## src/rtl/alu_multiword_seq.sv

```systemverilog
// Multi-word ALU sequencer: runs one NW-word operation as NW single-word passes
// through the external 32-bit ALU, least-significant word first, chaining carry/borrow.
//
// state  | meaning
// -------+---------------------------------------------------------------
// S_IDLE | waiting for start; ready=1, result/flags of last op held
// S_RUN  | one ALU pass per cycle, word index = cnt_q
// S_DONE | one-cycle done pulse; result/flags valid
module alu_multiword_seq #(
    parameter int W  = 32,
    parameter int NW = 2
) (
    input  logic            clk,
    input  logic            rst,
    input  logic            start,
    input  logic [3:0]      op,
    input  logic            cin,
    input  logic [W*NW-1:0] opa,
    input  logic [W*NW-1:0] opb,
    output logic            ready,
    output logic            busy,
    output logic            done,
    output logic [W*NW-1:0] result,
    output logic [3:0]      flags,
    output logic            bad_op,
    output logic [W-1:0]    alu_val1,
    output logic [W-1:0]    alu_val2,
    output logic [3:0]      alu_cmd,
    output logic            alu_c,
    input  logic [W-1:0]    alu_res,
    input  logic [3:0]      alu_status
);

    localparam int            CW   = (NW > 1) ? $clog2(NW) : 1;
    localparam logic [CW-1:0] LAST = CW'(NW - 1);

    localparam logic [3:0] OP_NONE = 4'b0000;
    localparam logic [3:0] OP_MOV  = 4'b0001;
    localparam logic [3:0] OP_ADD  = 4'b0010;
    localparam logic [3:0] OP_ADC  = 4'b0011;
    localparam logic [3:0] OP_SUB  = 4'b0100;
    localparam logic [3:0] OP_SBC  = 4'b0101;
    localparam logic [3:0] OP_MVN  = 4'b1001;

    typedef enum logic [1:0] {
        S_IDLE = 2'd0,
        S_RUN  = 2'd1,
        S_DONE = 2'd2
    } state_t;

    state_t          state_q, state_d;
    logic [W*NW-1:0] opa_q, opb_q;
    logic [3:0]      op_q;
    logic            cin_q;
    logic [CW-1:0]   cnt_q;
    logic            carry_q;
    logic            zacc_q;
    logic [W*NW-1:0] result_q;
    logic [3:0]      flags_q;
    logic            bad_op_q;
    logic            is_arith;
    logic            last_pass;
    logic            first_pass;

    function automatic logic op_legal(input logic [3:0] o);
        return (o >= OP_MOV) && (o <= OP_MVN);
    endfunction

    // Only arithmetic commands produce trustworthy C/V from the ALU.
    assign is_arith   = (op_q >= OP_ADD) && (op_q <= OP_SBC);
    assign last_pass  = (cnt_q == LAST);
    assign first_pass = (cnt_q == '0);

    assign ready  = (state_q == S_IDLE);
    assign busy   = (state_q == S_RUN);
    assign done   = (state_q == S_DONE);
    assign result = result_q;
    assign flags  = flags_q;
    assign bad_op = bad_op_q;

    // State register.
    always_ff @(posedge clk) begin
        if (rst) state_q <= S_IDLE;
        else     state_q <= state_d;
    end

    // Next-state: IDLE -> RUN on start, RUN for NW passes, DONE for one cycle.
    always_comb begin
        state_d = state_q;
        case (state_q)
            S_IDLE:  if (start) state_d = S_RUN;
            S_RUN:   if (last_pass) state_d = S_DONE;
            S_DONE:  state_d = S_IDLE;
            default: state_d = S_IDLE;
        endcase
    end

    // Operand capture on acceptance, then per-pass result/carry/zero accumulation.
    always_ff @(posedge clk) begin
        if (rst) begin
            opa_q    <= '0;
            opb_q    <= '0;
            op_q     <= OP_NONE;
            cin_q    <= 1'b0;
            cnt_q    <= '0;
            carry_q  <= 1'b0;
            zacc_q   <= 1'b1;
            result_q <= '0;
            flags_q  <= '0;
            bad_op_q <= 1'b0;
        end else begin
            case (state_q)
                S_IDLE: begin
                    if (start) begin
                        opa_q    <= opa;
                        opb_q    <= opb;
                        op_q     <= op;
                        cin_q    <= cin;
                        cnt_q    <= '0;
                        carry_q  <= 1'b0;
                        zacc_q   <= 1'b1;
                        result_q <= '0;
                        flags_q  <= '0;
                        bad_op_q <= ~op_legal(op);
                    end
                end
                S_RUN: begin
                    result_q[int'(cnt_q)*W +: W] <= bad_op_q ? '0 : alu_res;
                    carry_q <= alu_status[1];
                    zacc_q  <= zacc_q & alu_status[2];
                    cnt_q   <= last_pass ? '0 : cnt_q + 1'b1;
                    if (last_pass) begin
                        if (bad_op_q)
                            flags_q <= 4'b0100;
                        else
                            flags_q <= {alu_status[3],
                                        zacc_q & alu_status[2],
                                        is_arith & alu_status[1],
                                        is_arith & alu_status[0]};
                    end
                end
                default: ;
            endcase
        end
    end

    // ALU drive: per-pass command and carry-in; idle ALU gets zeros outside RUN.
    always_comb begin
        alu_val1 = '0;
        alu_val2 = '0;
        alu_cmd  = OP_NONE;
        alu_c    = 1'b0;
        if (state_q == S_RUN) begin
            alu_val1 = opa_q[int'(cnt_q)*W +: W];
            alu_val2 = opb_q[int'(cnt_q)*W +: W];
            if (!bad_op_q) begin
                case (op_q)
                    OP_ADD: begin
                        alu_cmd = first_pass ? OP_ADD : OP_ADC;
                        alu_c   = first_pass ? 1'b0 : carry_q;
                    end
                    OP_ADC: begin
                        alu_cmd = OP_ADC;
                        alu_c   = first_pass ? cin_q : carry_q;
                    end
                    OP_SUB: begin
                        alu_cmd = first_pass ? OP_SUB : OP_SBC;
                        alu_c   = first_pass ? 1'b0 : ~carry_q;
                    end
                    OP_SBC: begin
                        alu_cmd = OP_SBC;
                        alu_c   = first_pass ? cin_q : ~carry_q;
                    end
                    default: begin
                        alu_cmd = op_q;
                        alu_c   = 1'b0;
                    end
                endcase
            end
        end
    end

endmodule

```

## config.mk

```make
export PLATFORM = sky130hd
export DESIGN_NAME = alu_multiword_seq
export DESIGN_NICKNAME = d
export VERILOG_FILES = /design/src/rtl/alu_multiword_seq.sv
export SDC_FILE = /design/constraint.sdc
export NUM_CORES = 1
export LEC_CHECK = 0
export CORE_UTILIZATION = 48
export CTS_CLUSTER_DIAMETER = 40
export CTS_CLUSTER_SIZE = 30
export DETAILED_ROUTE_END_ITERATION = 8
export GPL_TIMING_DRIVEN = 0
export PLACE_DENSITY = 0.86
export SETUP_SLACK_MARGIN = 0.05
export SYNTH_ARGS = -nofsm -noshare
export SYNTH_HDL_FRONTEND = slang
export SYNTH_SLANG_ARGS = --single-unit
export TNS_END_PERCENT = 100
```

## constraint.sdc

```tcl
create_clock -name clk -period 3.2 [get_ports clk]
set_input_delay 0.96 -clock clk [delete_from_list [all_inputs] [get_ports clk]]
set_output_delay 0.96 -clock clk [all_outputs]
set_load 0.02 [all_outputs]
```

* Yosys cells after proc, flatten, opt, wreduce, memory -nomap -nowiden
Index checks and enable logic that the tools add are counted.
** Word-level totals
- Logic and storage cells :: 73
- Register bits :: 207
** Cells by class
- Bitwise operators :: 5
- $lt $le $gt $ge :: 4
- Add/subtract/negate cells :: 2
- Muxes and demuxes :: 31
- Reductions and logical operators :: 8
- Shift operators :: 4
- Equality and inequality tests :: 8
** Operator list (count)
- $pmux 64 s2 :: 1
- $shiftx 64x7->32 :: 2
- $mux 32 :: 3
- $bwmux 64 :: 1
- $mux 64 :: 1
- $shift 32x33->64 const A :: 1
- $shiftx 32x33->64 :: 1
- $neg 6->33 :: 1
- $mux 4 :: 5
- $pmux 4 s4 :: 1
- $mux 1 :: 11
- $eq 4x2->1 const B :: 2
- $eq 4x3->1 const B :: 2
- $pmux 4 s2 :: 1
- $pmux 1 s2 :: 3
- $reduce_and 2->1 :: 3
- $ge 4x1->1 const B :: 1
- $ge 4x2->1 const B :: 1
- $le 4x3->1 const B :: 1
- $le 4x4->1 const B :: 1
- $mux 2 :: 2
- $pmux 1 s4 :: 1
- $pmux 2 s2 :: 1
- $and 1x1->1 :: 3
- other kinds (10) :: 12

* Longest topological paths before layout
Gate-level depths: netlist (run 1).
- Word-level depth :: 6
- Depth in mapped cells :: 7
- Gate-level depth less buffers :: 4

* Worst setup path after synthesis (run 1)
No wires, ideal clock.
- Path type :: register to output
- Start :: reg bad_op_q (netlist: bad_op)
- End :: out alu_c
- Arrival time :: 1.409 ns
- Path slack :: 0.831 ns
- Cell stages (with the launch flop) :: 5
- Path through :: dfxtp_1 clkbuf_1 nor4b_1 nand2_1 a31oi_1
** Between the ends
- Longest elaborated chain between the ends :: 2
** RTL lines
- start, declared :: line 60 : logic bad_op_q;
- start signal, assigned :: line 124 : bad_op_q <= ~op_legal(op);
- $mux 1 :: line 156 : if (!bad_op_q) begin
- $mux 1 :: line 153 : if (state_q == S_RUN) begin
- end, declared :: line 29 : output logic alu_c,
Every way passes these cells.

* Worst setup path after layout (run 1)
- Start :: reg state_q[1]
- End :: out alu_val1[29]
** Between the ends
- Longest elaborated chain between the ends :: 2
** RTL lines
- start, declared :: line 51 : state_t state_q, state_d;
- start signal, assigned :: line 84 : else state_q <= state_d;
- $eq 2x1->1 :: line 153
- $mux 32 :: line 153
- end, declared :: line 26 : output logic [W-1:0] alu_val1,
Every way passes these cells.

==> results of run 1 <==
placed cells by master, fill, tap and decap left out, drive strengths merged:
master         instances
clkinv                 6
and3b                  1
xor2                   1
nor4b                  1
dfxtp                207
clkdlybuf4s15          3
nand3                 35
and2                   2
o21ai                  8
o22ai                  1
nand2                300
clkdlybuf4s18          1
or4                    2
nor2                  67
a22o                  32
or3b                   2
a21oi                172
nand2b                 4
xnor2                  1
mux2                   1
clkdlybuf4s50        240
clkbuf                68
bufinv                 3
nand3b                 1
a311oi                 1
nor3b                  6
nand4                  2
dlymetal6s2s          20
buf                   53
mux2i                 65
nor2b                 34
clkinvlp               3
dlygate4sd2           46
nor3                   2
inv                   18
a31oi                  2
layout make-up:
class / instances / share of cell area [%]
plain buffers: 89 / 4.40
clock buffers: 31 / 5.94
clock inverters: 27 / 2.48
inverters: 3 / 0.0862
multi-input cells: 743 / 29.5
flip-flops and latches: 207 / 31.7
well taps: 225 / 2.16
repair buffers: 311 / 23.7
through the flow:
stage               cells  total power (uW)  worst slack, ps
finish               1636              7460              134
global route         1636              7710             55.9
CTS                  1636              7480             51.2
detailed placement   1578              3980             46.0
global placement     1578              3960             40.5
floorplan            1042              3450              831
flip-flops by register name, indices dropped and copies added (netlist names):
register,flops
state_q,2
op_q,4
zacc_q,1
bad_op,1
flags,4
cnt_q,1
carry_q,1
opb_q,64
cin_q,1
result,64
opa_q,64
routing by layer:
metal | part of all wire (%) | vias to the layer above | wire [um] | track usage [%]
li1 | - | 4168 | - | -
met5 | 0 | - | 0 | 0
met1 | 38 | 4084 | 11000 | 34.9
met3 | 8.6 | 57 | 2490 | 6.19
met4 | 2.9 | 0 | 837 | 10.4
met2 | 51 | 433 | 14700 | 57.0
repair_timing:
item / in CTS / in global routing
setup endpoints to repair: 70 / 36
pin swaps: 0 / 0
resized for setup: 79 / 31
hold endpoints to repair: 0 / 0
power groups by stage:
stage               Clock [uW]  Combinational [uW]  Sequential (uW)
finish                    3510                1140             2800
detailed placement           0                1120             2860
floorplan                    0                 580             2870
global placement             0                1110             2850
CTS                       3540                1140             2800
global route              3670                1230             2820
logic make-up after synthesis:
logic type	count (synthesis)	share of synthesized area, %
buf+inv	92	6.14
mux	66	7.83
xor+xnor	2	0.206
simple gates	459	22.8
compound gates	216	14.3
flops	207	48.8
path summary, 6_finish.rpt:
check	end	slack (ps)
worst max-delay path	alu_val1[29]	130
worst min-delay path	opb_q[7]	450
worst max register to register	opa_q[47]	1440
worst min register to register	opb_q[7]	450
worst max-delay path, cell delays in order, from the launching register on:
cell,delay [ps]
dfxtp_1,330
nand2b_1,150
buf_4,180
buf_4,190
clkbuf_4,200
nor2_1,180
clkdlybuf4s15_1,330
==> metrics.md, run 1 <==
| Metric | Value |
|---|---|
| Vias in the first global route | 8572 |
| Count leader, synth | nand2_1 |
| Actual slew at the worst max-slew pin | around 740 ps |
| CTS Sinks | between 200 and 250 |
| Final Critical Period | 3070 ps |
| Detailed placer's ending HPWL | between 20 and 25 mm |
| Max Transition Viols Final | 0 |
| Initial DRC Count | around 430 |
| Hold Slack | 453 ps |
| Net Sw Frac | around 28% |
| Vias per inst | between 5 and 6 |
| Period utilization | between 90% and 100% |
| Remaining global-route overflow | 0 |
| Worst Hold Path Cells | 2 |
| Clock transition at path regs | 60 ps |
| Clock Tree Root | clkbuf_16 |
| Top cell type's share of synthesized area | between 40% and 50% |
| Post-synth EDFFs | 0 |
| Synthesized flop and latch total | between 200 and 250 |
| Drt drc | 0 |
| Max Root-Sink Buffers | 3 |
| Max_cap viols | 0 |
| P_sw | around 2100 uW |
| Post-CTS setup buffer count | 0 |
| Peak supply drop | 0.467 mV |
| GRT Util Overall | a little over 30% |
| WP data arrival | about 2100 ps |
| DRT Pass-1 Iters | 7 |
| Post-synth ARST share | 0% |
| LEAKAGE | around 0.0054 uW |
| Initial Util | approximately half |
| YS warnings | 0 |
| Port Buffers | around 310 |
| Initial antenna violation count | 0 |
| Critical path origin | state_q[1] |
| DRT antenna net count | 0 |
| Register area | 4140 um2 |
| Cell count after synthesis | roughly 1000 |
| Pwr dens | approximately 570 nW/um2 |
| Floorplan core area | between 15000 and 20000 um2 |
| CTS tree | yes |
| Worst Skew | around 8.8 ps |
| Die area | around 18000 um2 |
| FP Rows | 48 |
| Final Cell Area | ~13000 um2 |
| Most frequent cells after synthesis | nand2_1 (300), dfxtp_1 (207), a21oi_1 (171), nor2_1 (67), mux2i_1 (65) |
| Launch point of the worst hold path | opb_q[7] |
| Util after Layout | 75.5% |
| P&R area growth vs syn | 53.7% |
| Synth cell types | 33 |
| Outcome | complete, no violations |
| Syn Area/Cell | between 8 and 9 um2 |
| CTS H-tree lvls | 1 |
| Mapped Area | ~8500 um2 |
| Hold Buf Count CTS | 0 |
| Synth Net Count | approximately 1200 |
| Footprint of the multi-input gates | 3850 um2 |
| Layout cell share with drive strength beyond 1 | under 10% |
| Wire per inst | roughly 18 um |
| Die Ht | around 140 um |
| R2R Path Start | state_q[0] |
| RSZ-0062 raised after global routing | false |
| P_int | ~5400 uW |
| Critical Path Start Type | flip-flop |
| Max Clk Rate | ~0.33 GHz |
| Post-synth top flop | dfxtp_1 |
| Seq/Total Area, Yosys | between 40% and 50% |
| Cts bufs inserted | 31 |
| Routability cong. | 0.907 |
| Clk pwr share | a little under half |
| Area after DPL | around 12000 um2 |
| CP endpoint kind | primary output |
| Comb power frac | between 10% and 20% |
| Reg2Reg Depth | 7 |
| ANT cells | 0 |
| Hold WC Path Type | flip-flop to flip-flop |
| Filler cells | 1284 |
| Nets | 1558 |
| Yosys top cell by area | dfxtp_1 |
| Worst-path fanout max | 10 |
| WP data required | between 2000 and 2500 ps |
| Total routed wirelength | roughly 29 mm |
| Final setup vio count | 0 |
| Fin Setup TNS | 0 ps |
| Worst-Skew Late Latency | 540 ps |
| Largest net degree at the start of global routing | 16 |
| Final Hold Fails | 0 |
| Ranking of synthesized cells by area | dfxtp_1 (49%), nand2_1 (13%), a21oi_1 (10%) |
| Max-slew headroom | 50.7% |
| First-pass GRT wire length | around 44 mm |
| Width of the die | 135 um |
| Via count | slightly below 9000 |
| Seq pwr share | between 30% and 40% |
| Worst setup path class | flip-flop to primary output |
| Boundary Pins | 313 |
(Power assumes the default switching activity.)
==> run 2: changes to the inputs <==
--- a/config.mk
+++ b/config.mk
@@ -5,6 +5,7 @@
 export SDC_FILE = /design/constraint.sdc
 export NUM_CORES = 1
 export LEC_CHECK = 0
+export CORE_MARGIN = 2
 export CORE_UTILIZATION = 48
 export CTS_CLUSTER_DIAMETER = 40
 export CTS_CLUSTER_SIZE = 30
@@ -12,6 +13,7 @@
 export GPL_TIMING_DRIVEN = 0
 export PLACE_DENSITY = 0.86
 export SETUP_SLACK_MARGIN = 0.05
+export SLEW_MARGIN = 15
 export SYNTH_ARGS = -nofsm -noshare
 export SYNTH_HDL_FRONTEND = slang
 export SYNTH_SLANG_ARGS = --single-unit
==> metrics.md, run 2 (synthesis results as in run 1) <==
| Metric | Value |
|---|---|
| Most common cell after layout, fill and taps aside | nand2_1 (unchanged) |
| Drt drc | 0 (unchanged) |
| Port Buffers | 311 (unchanged) |
| Clock Tree Root | clkbuf_16 (unchanged) |
| Final Hold Fails | 0 (unchanged) |
| Largest stage delay, worst path | 340 ps (was 330 ps) |
| Width of the die | 137 um (was 135 um) |
| Max Clk Rate | 0.326 GHz (about the same) |
| Final Cell Area | 13000 um2 (was 13100 um2) |
| Clk pwr share | 46.0% (was 47.1%) |
| Routability cong. | 0.926 (was 0.907) |
| First-pass GRT wire length | 44.2 mm (was 44.0 mm) |
| Outcome | complete, no violations (unchanged) |
| Fin Setup TNS | 0 ps (unchanged) |
| Cts bufs inserted | 30 (was 31) |
| Vias in the first global route | 8561 (was 8572) |
| Wire per inst | 18.0 um (was 17.7 um) |
| CP endpoint kind | primary output (unchanged) |
| Largest net degree at the start of global routing | 16 (unchanged) |
| CP Cell Sequence | nand2b_1 > buf_4 > buf_4 > clkbuf_4 > nor2_1 > clkdlybuf4s15_1 (unchanged) |
| Period utilization | 95.9% (was 95.8%) |
| Initial Util | 49.1% (unchanged) |
| P_sw | 2120 uW (was 2100 uW) |
| Worst-path fanout max | 10 (unchanged) |
| Die area | 18800 um2 (was 18200 um2) |
| Vias per inst | 5.33 (was 5.34) |
| Pwr dens | 561 nW/um2 (was 571 nW/um2) |
| Initial DRC Count | 472 (was 433) |
| Max_cap viols | 0 (unchanged) |
| Boundary Pins | 313 (unchanged) |
| Layout cell share with drive strength beyond 1 | 9.08% (was 8.93%) |
| Via count | 8717 (was 8742) |
| Max-slew headroom | 47.7% (was 50.7%) |
| Most frequent cells in the layout | nand2_1 (300), clkdlybuf4s50_1 (241), dfxtp_1 (207) (was nand2_1 (300), clkdlybuf4s50_1 (240), dfxtp_1 (207)) |
| Final setup vio count | 0 (unchanged) |
| ANT cells | 0 (unchanged) |
| Clock transition at path regs | 60 ps (about the same) |
| LEAKAGE | 0.00541 uW (about the same) |
| Remaining global-route overflow | 0 (unchanged) |
| Filler cells | 1278 (was 1284) |
| Comb power frac | 15.7% (was 15.3%) |
| WP data arrival | 2110 ps (about the same) |
| CTS Sinks | 207 (unchanged) |
| Initial antenna violation count | 0 (unchanged) |
| Seq pwr share | 38.3% (was 37.6%) |
| Worst Skew | 9.11 ps (was 8.81 ps) |
| DRT Pass-1 Iters | 5 (was 7) |
| GRT Util Overall | 30.2% (was 30.7%) |
| RSZ-0062 raised after global routing | true (was false) |
| CTS tree | yes (unchanged) |
| Detailed placer's ending HPWL | 21.3 mm (was 20.8 mm) |
| Max Root-Sink Buffers | 3 (unchanged) |
| Hold WC Path Type | flip-flop to flip-flop (unchanged) |
| Critical Path Start Type | flip-flop (unchanged) |
| WP data required | 2240 ps (about the same) |
| P&R area growth vs syn | 53.4% (was 53.7%) |
| Max Transition Viols Final | 0 (unchanged) |
| Nets | 1558 (unchanged) |
| Peak supply drop | 0.483 mV (was 0.467 mV) |
| Worst-Skew Late Latency | 530 ps (was 540 ps) |
| Total routed wirelength | 29.4 mm (was 29.0 mm) |
| DRT antenna net count | 0 (unchanged) |
| FP Rows | 48 (unchanged) |
| Area after DPL | 11900 um2 (unchanged) |
| CTS H-tree lvls | 1 (unchanged) |
| Final Critical Period | 3070 ps (about the same) |
| Floorplan core area | 17300 um2 (unchanged) |
| Die Ht | 137 um (was 135 um) |
| Crit path top cell by count | buf_4 (unchanged) |
| Actual slew at the worst max-slew pin | 784 ps (was 740 ps) |
| Worst setup path class | flip-flop to primary output (unchanged) |
| P_int | 5200 uW (was 5350 uW) |
| Slowest CP cell | dfxtp_1 (unchanged) |
| Net Sw Frac | 28.9% (was 28.2%) |
run 2: worst max-delay path, delay by kind of cell, from the launching register on:
| family | cells | cell delay (ps) |
|---|---|---|
| AND/OR/NAND/NOR | 2 | 330 |
| buffers and inverters | 4 | 900 |
| flip-flops | 1 | 340 |
run 2: what timing repair did:
action	CTS	global route
setup buffers	1	0
endpoints found under the setup margin	70	40
pin swaps	1	0
hold buffers	0	0
gates resized for setup	83	30
run 2: power groups by stage:
stage	clock (uW)	sequential (uW)	combinational, uW
3_5_place_dp	0	2850	1130
6_report	3360	2800	1150
4_1_cts	3400	2800	1150
5_1_grt	3500	2810	1240
2_1_floorplan	0	2870	580
3_3_place_gp	0	2850	1120
run 2: final timing paths:
check	startpoint	depth (start not counted)	slack, ps	to
max reg2reg	bad_op	4	1340	result[40]
min reg2reg	opb_q[11]	2	450	opb_q[11]
min	opb_q[11]	2	450	opb_q[11]
max	state_q[1]	6	130	alu_val1[29]
run 2: stage by stage:
stage / setup slack (ps) / util [%] / instances / hold WS (ps) / power, uW
6_report: 130 / 75.4 / 1635 / 455 / 7320
5_1_grt: 40.8 / 75.4 / 1635 / 473 / 7560
4_1_cts: 40.2 / 75.0 / 1635 / 454 / 7340
3_5_place_dp: 42.7 / 68.8 / 1578 / 446 / 3980
3_3_place_gp: 39.6 / 68.8 / 1578 / 440 / 3960
2_1_floorplan: 831 / - / 1042 / 436 / 3450
run 2: per-layer routing:
metal	global-route usage, %	up-vias	wire length [um]
met5	0	-	0
met4	12.7	0	1220
met3	7.48	83	2720
met2	54.0	414	14500
met1	34.0	4062	11000
li1	-	4158	-
run 2: layout make-up:
class	instances	area, um2	share of cell area, %
Clock buffer	31	776	5.95
Buffer	89	566	4.34
Clock inverter	25	273	2.09
Inverter	3	11.3	0.0864
Sequential cell	207	4140	31.8
Timing Repair Buffer	312	3120	23.9
Multi-Input combinational cell	743	3870	29.6
Tap cell	225	282	2.16
==> run 3: changes to the inputs <==
--- a/config.mk
+++ b/config.mk
@@ -5,9 +5,9 @@
 export SDC_FILE = /design/constraint.sdc
 export NUM_CORES = 1
 export LEC_CHECK = 0
+export CORE_ASPECT_RATIO = 1.4
 export CORE_MARGIN = 2
 export CORE_UTILIZATION = 48
-export CTS_CLUSTER_DIAMETER = 40
 export CTS_CLUSTER_SIZE = 30
 export DETAILED_ROUTE_END_ITERATION = 8
 export GPL_TIMING_DRIVEN = 0
==> metrics.md, run 3 (synthesis results as in run 1) <==
| Metric | Value |
|---|---|
| P&R area growth vs syn | 50.8% (was 53.4%) |
| Period utilization | 97.1% (was 95.9%) |
| CTS H-tree lvls | 1 (unchanged) |
| Clock transition at path regs | 70 ps (was 60 ps) |
| Critical Path Start Type | flip-flop (unchanged) |
| Met1 Resource Use GR | 31.3% (was 34.0%) |
| Floorplan core area | 17300 um2 (about the same) |
| DRT Pass-1 Iters | 4 (was 5) |
| Finished Layout Cells | 1628 (was 1635) |
| Reg2Reg Depth | 4 (unchanged) |
| DRT antenna net count | 0 (unchanged) |
| Die Ht | 161 um (was 137 um) |
| Comb power frac | 16.9% (was 15.7%) |
| Worst Skew | 19.9 ps (was 9.11 ps) |
| Remaining global-route overflow | 0 (unchanged) |
| Initial DRC Count | 510 (was 472) |
| Pwr dens | 523 nW/um2 (was 561 nW/um2) |
| Worst-Skew Late Latency | 500 ps (was 530 ps) |
| GRT busiest layer | met2 (unchanged) |
| Final setup vio count | 0 (unchanged) |
| Port Buffers | 311 (unchanged) |
| FP Rows | 57 (was 48) |
| Hold WC Path Type | flip-flop to flip-flop (unchanged) |
| Most frequent cells in the layout | nand2_1 (300), clkdlybuf4s50_1 (245), dfxtp_1 (207) (was nand2_1 (300), clkdlybuf4s50_1 (241), dfxtp_1 (207)) |
| Detailed placer's ending HPWL | 20.5 mm (was 21.3 mm) |
| Width of the die | 116 um (was 137 um) |
| Max Root-Sink Buffers | 3 (unchanged) |
| Fin Setup TNS | 0 ps (unchanged) |
| Clock Tree Root | clkbuf_16 (unchanged) |
| GRT Util Overall | 29.0% (was 30.2%) |
| Critical path origin | state_q[1] (unchanged) |
| Cts bufs inserted | 21 (was 30) |
| Clk pwr share | 41.4% (was 46.0%) |
| Met3 Usage GRT | 5.78% (was 7.48%) |
| Die area | 18800 um2 (about the same) |
| RR Endpoint | result[52] (was result[40]) |
| P_int | 5000 uW (was 5200 uW) |
| WP data required | 2240 ps (about the same) |
| WP data arrival | 2150 ps (was 2110 ps) |
| RSZ-0062 raised after global routing | false (was true) |
| Max Transition Viols Final | 0 (unchanged) |
| R2R Path Start | bad_op (unchanged) |
| Vias per inst | 5.22 (was 5.33) |
| Outcome | complete, no violations (unchanged) |
| Seq pwr share | 41.7% (was 38.3%) |
| Max Clk Rate | 0.322 GHz (was 0.326 GHz) |
| LEAKAGE | 0.00554 uW (was 0.00541 uW) |
| First-pass GRT wire length | 43.3 mm (was 44.2 mm) |
| Most common cell after layout, fill and taps aside | nand2_1 (unchanged) |
| Worst reg-to-reg setup slack | 1440 ps (was 1340 ps) |
| CP endpoint kind | primary output (unchanged) |
| Max_cap viols | 0 (unchanged) |
| Worst setup path class | flip-flop to primary output (unchanged) |
| Drt drc | 0 (unchanged) |
| Initial antenna violation count | 1 (was 0) |
| Net Sw Frac | 25.3% (was 28.9%) |
| Worst-path fanout max | 10 (unchanged) |
| Post-CTS setup buffer count | 0 (was 1) |
| Post-Place Cells | 1589 (was 1578) |
| Actual slew at the worst max-slew pin | 657 ps (was 784 ps) |
| CTS tree | yes (unchanged) |
| Boundary Pins | 313 (unchanged) |
| P_sw | 1690 uW (was 2120 uW) |
| Worst setup endpoint | alu_val2[29] (was alu_val1[29]) |
| Largest net degree at the start of global routing | 15 (was 16) |
| Initial Util | 49.0% (was 49.1%) |
| Met2 Track Usage GR | 52.7% (was 54.0%) |
| CTS Sinks | 207 (unchanged) |
| Max-slew headroom | 56.2% (was 47.7%) |
| Layout cell share with drive strength beyond 1 | 7.12% (was 9.08%) |
| Wire per inst | 17.2 um (was 18.0 um) |
| Final Hold Fails | 0 (unchanged) |
| Vias in the first global route | 8641 (was 8561) |
| Total routed wirelength | 28.0 mm (was 29.4 mm) |
| Nets | 1548 (was 1558) |
| Via count | 8505 (was 8717) |
| Peak supply drop | 0.417 mV (was 0.483 mV) |
| Routability cong. | 0.900 (was 0.926) |
| Final Critical Period | 3110 ps (was 3070 ps) |
run 3: cell types whose count changed in the layout (fill, tap and decap cells not counted), moves of 3 or more:
cell / before / now
dlymetal6s2s_1: 22 / 41
dlygate4sd2_1: 41 / 24
clkbuf_16: 31 / 21
inv_8: 10 / 0
inv_6: 7 / 0
bufinv_16: 1 / 6
clkdlybuf4s50_1: 241 / 245
buf_6: 20 / 17
clkbuf_8: 0 / 3
clkdlybuf4s15_1: 3 / 0
clkdlybuf4s15_2: 3 / 0
clkinv_2: 1 / 4
clkinvlp_4: 3 / 0
run 3: worst min-delay path by stage:
stage                     depth (start not counted)  startpoint        end  slack (ps)
after global routing                              2   opa_q[26]  opa_q[26]         470
after detailed placement                          2   opa_q[17]  opa_q[17]         450
final                                             2   opa_q[62]  opa_q[62]         450
after global placement                            2   opa_q[15]  opa_q[15]         440
after floorplan                                   2    opa_q[0]   opa_q[0]         440
after CTS                                         2   opa_q[17]  opa_q[17]         450
run 3: worst max-delay path: stages, from the launching register on:
cell	delay [ps]
dfxtp_1	330
nand2b_1	140
buf_4	190
buf_2	200
nor2_1	160
clkdlybuf4s50_1	620
run 3: final cells by class:
type / count / area (um2)
Timing Repair Buffer: 311 / 3180
Buffer: 89 / 556
Clock buffer: 27 / 578
Inverter: 3 / 11.3
Tap cell: 236 / 295
Antenna cell: 2 / 5.00
Clock inverter: 10 / 200
Fill cell: 1260 / 4520
Multi-Input combinational cell: 743 / 3840
Sequential cell: 207 / 4140
run 3: what timing repair did:
item | in CTS | in global routing
pin swaps | 0 | 1
hold buffers | 0 | 0
resized for setup | 45 | 46
setup endpoints to repair | 70 | 49
hold endpoints to repair | 0 | 0
run 3: power groups by stage:
stage | Sequential (uW) | Clock (uW) | Combinational, uW
floorplan | 2870 | 0 | 580
global placement | 2840 | 0 | 1110
detailed placement | 2850 | 0 | 1120
CTS | 2790 | 2790 | 1140
global route | 2810 | 2890 | 1230
finish | 2800 | 2770 | 1130
run 3: metal layers:
| metal | wire length, um | up-vias |
|---|---|---|
| li1 | - | 4133 |
| met1 | 10300 | 3957 |
| met2 | 14300 | 323 |
| met3 | 1780 | 92 |
| met4 | 1560 | 0 |
| met5 | 0 | - |
run 3: through the flow:
step,worst slack [ps],total power [uW],hold WS (ps),util (%),area [um2]
2_1_floorplan,831,3450,436,-,8500
3_3_place_gp,65.5,3950,441,68.7,11900
3_5_place_dp,54.3,3970,446,68.7,11900
4_1_cts,54.0,6720,455,73.3,12700
5_1_grt,33.9,6930,468,73.9,12800
6_report,93.7,6700,455,73.9,12800
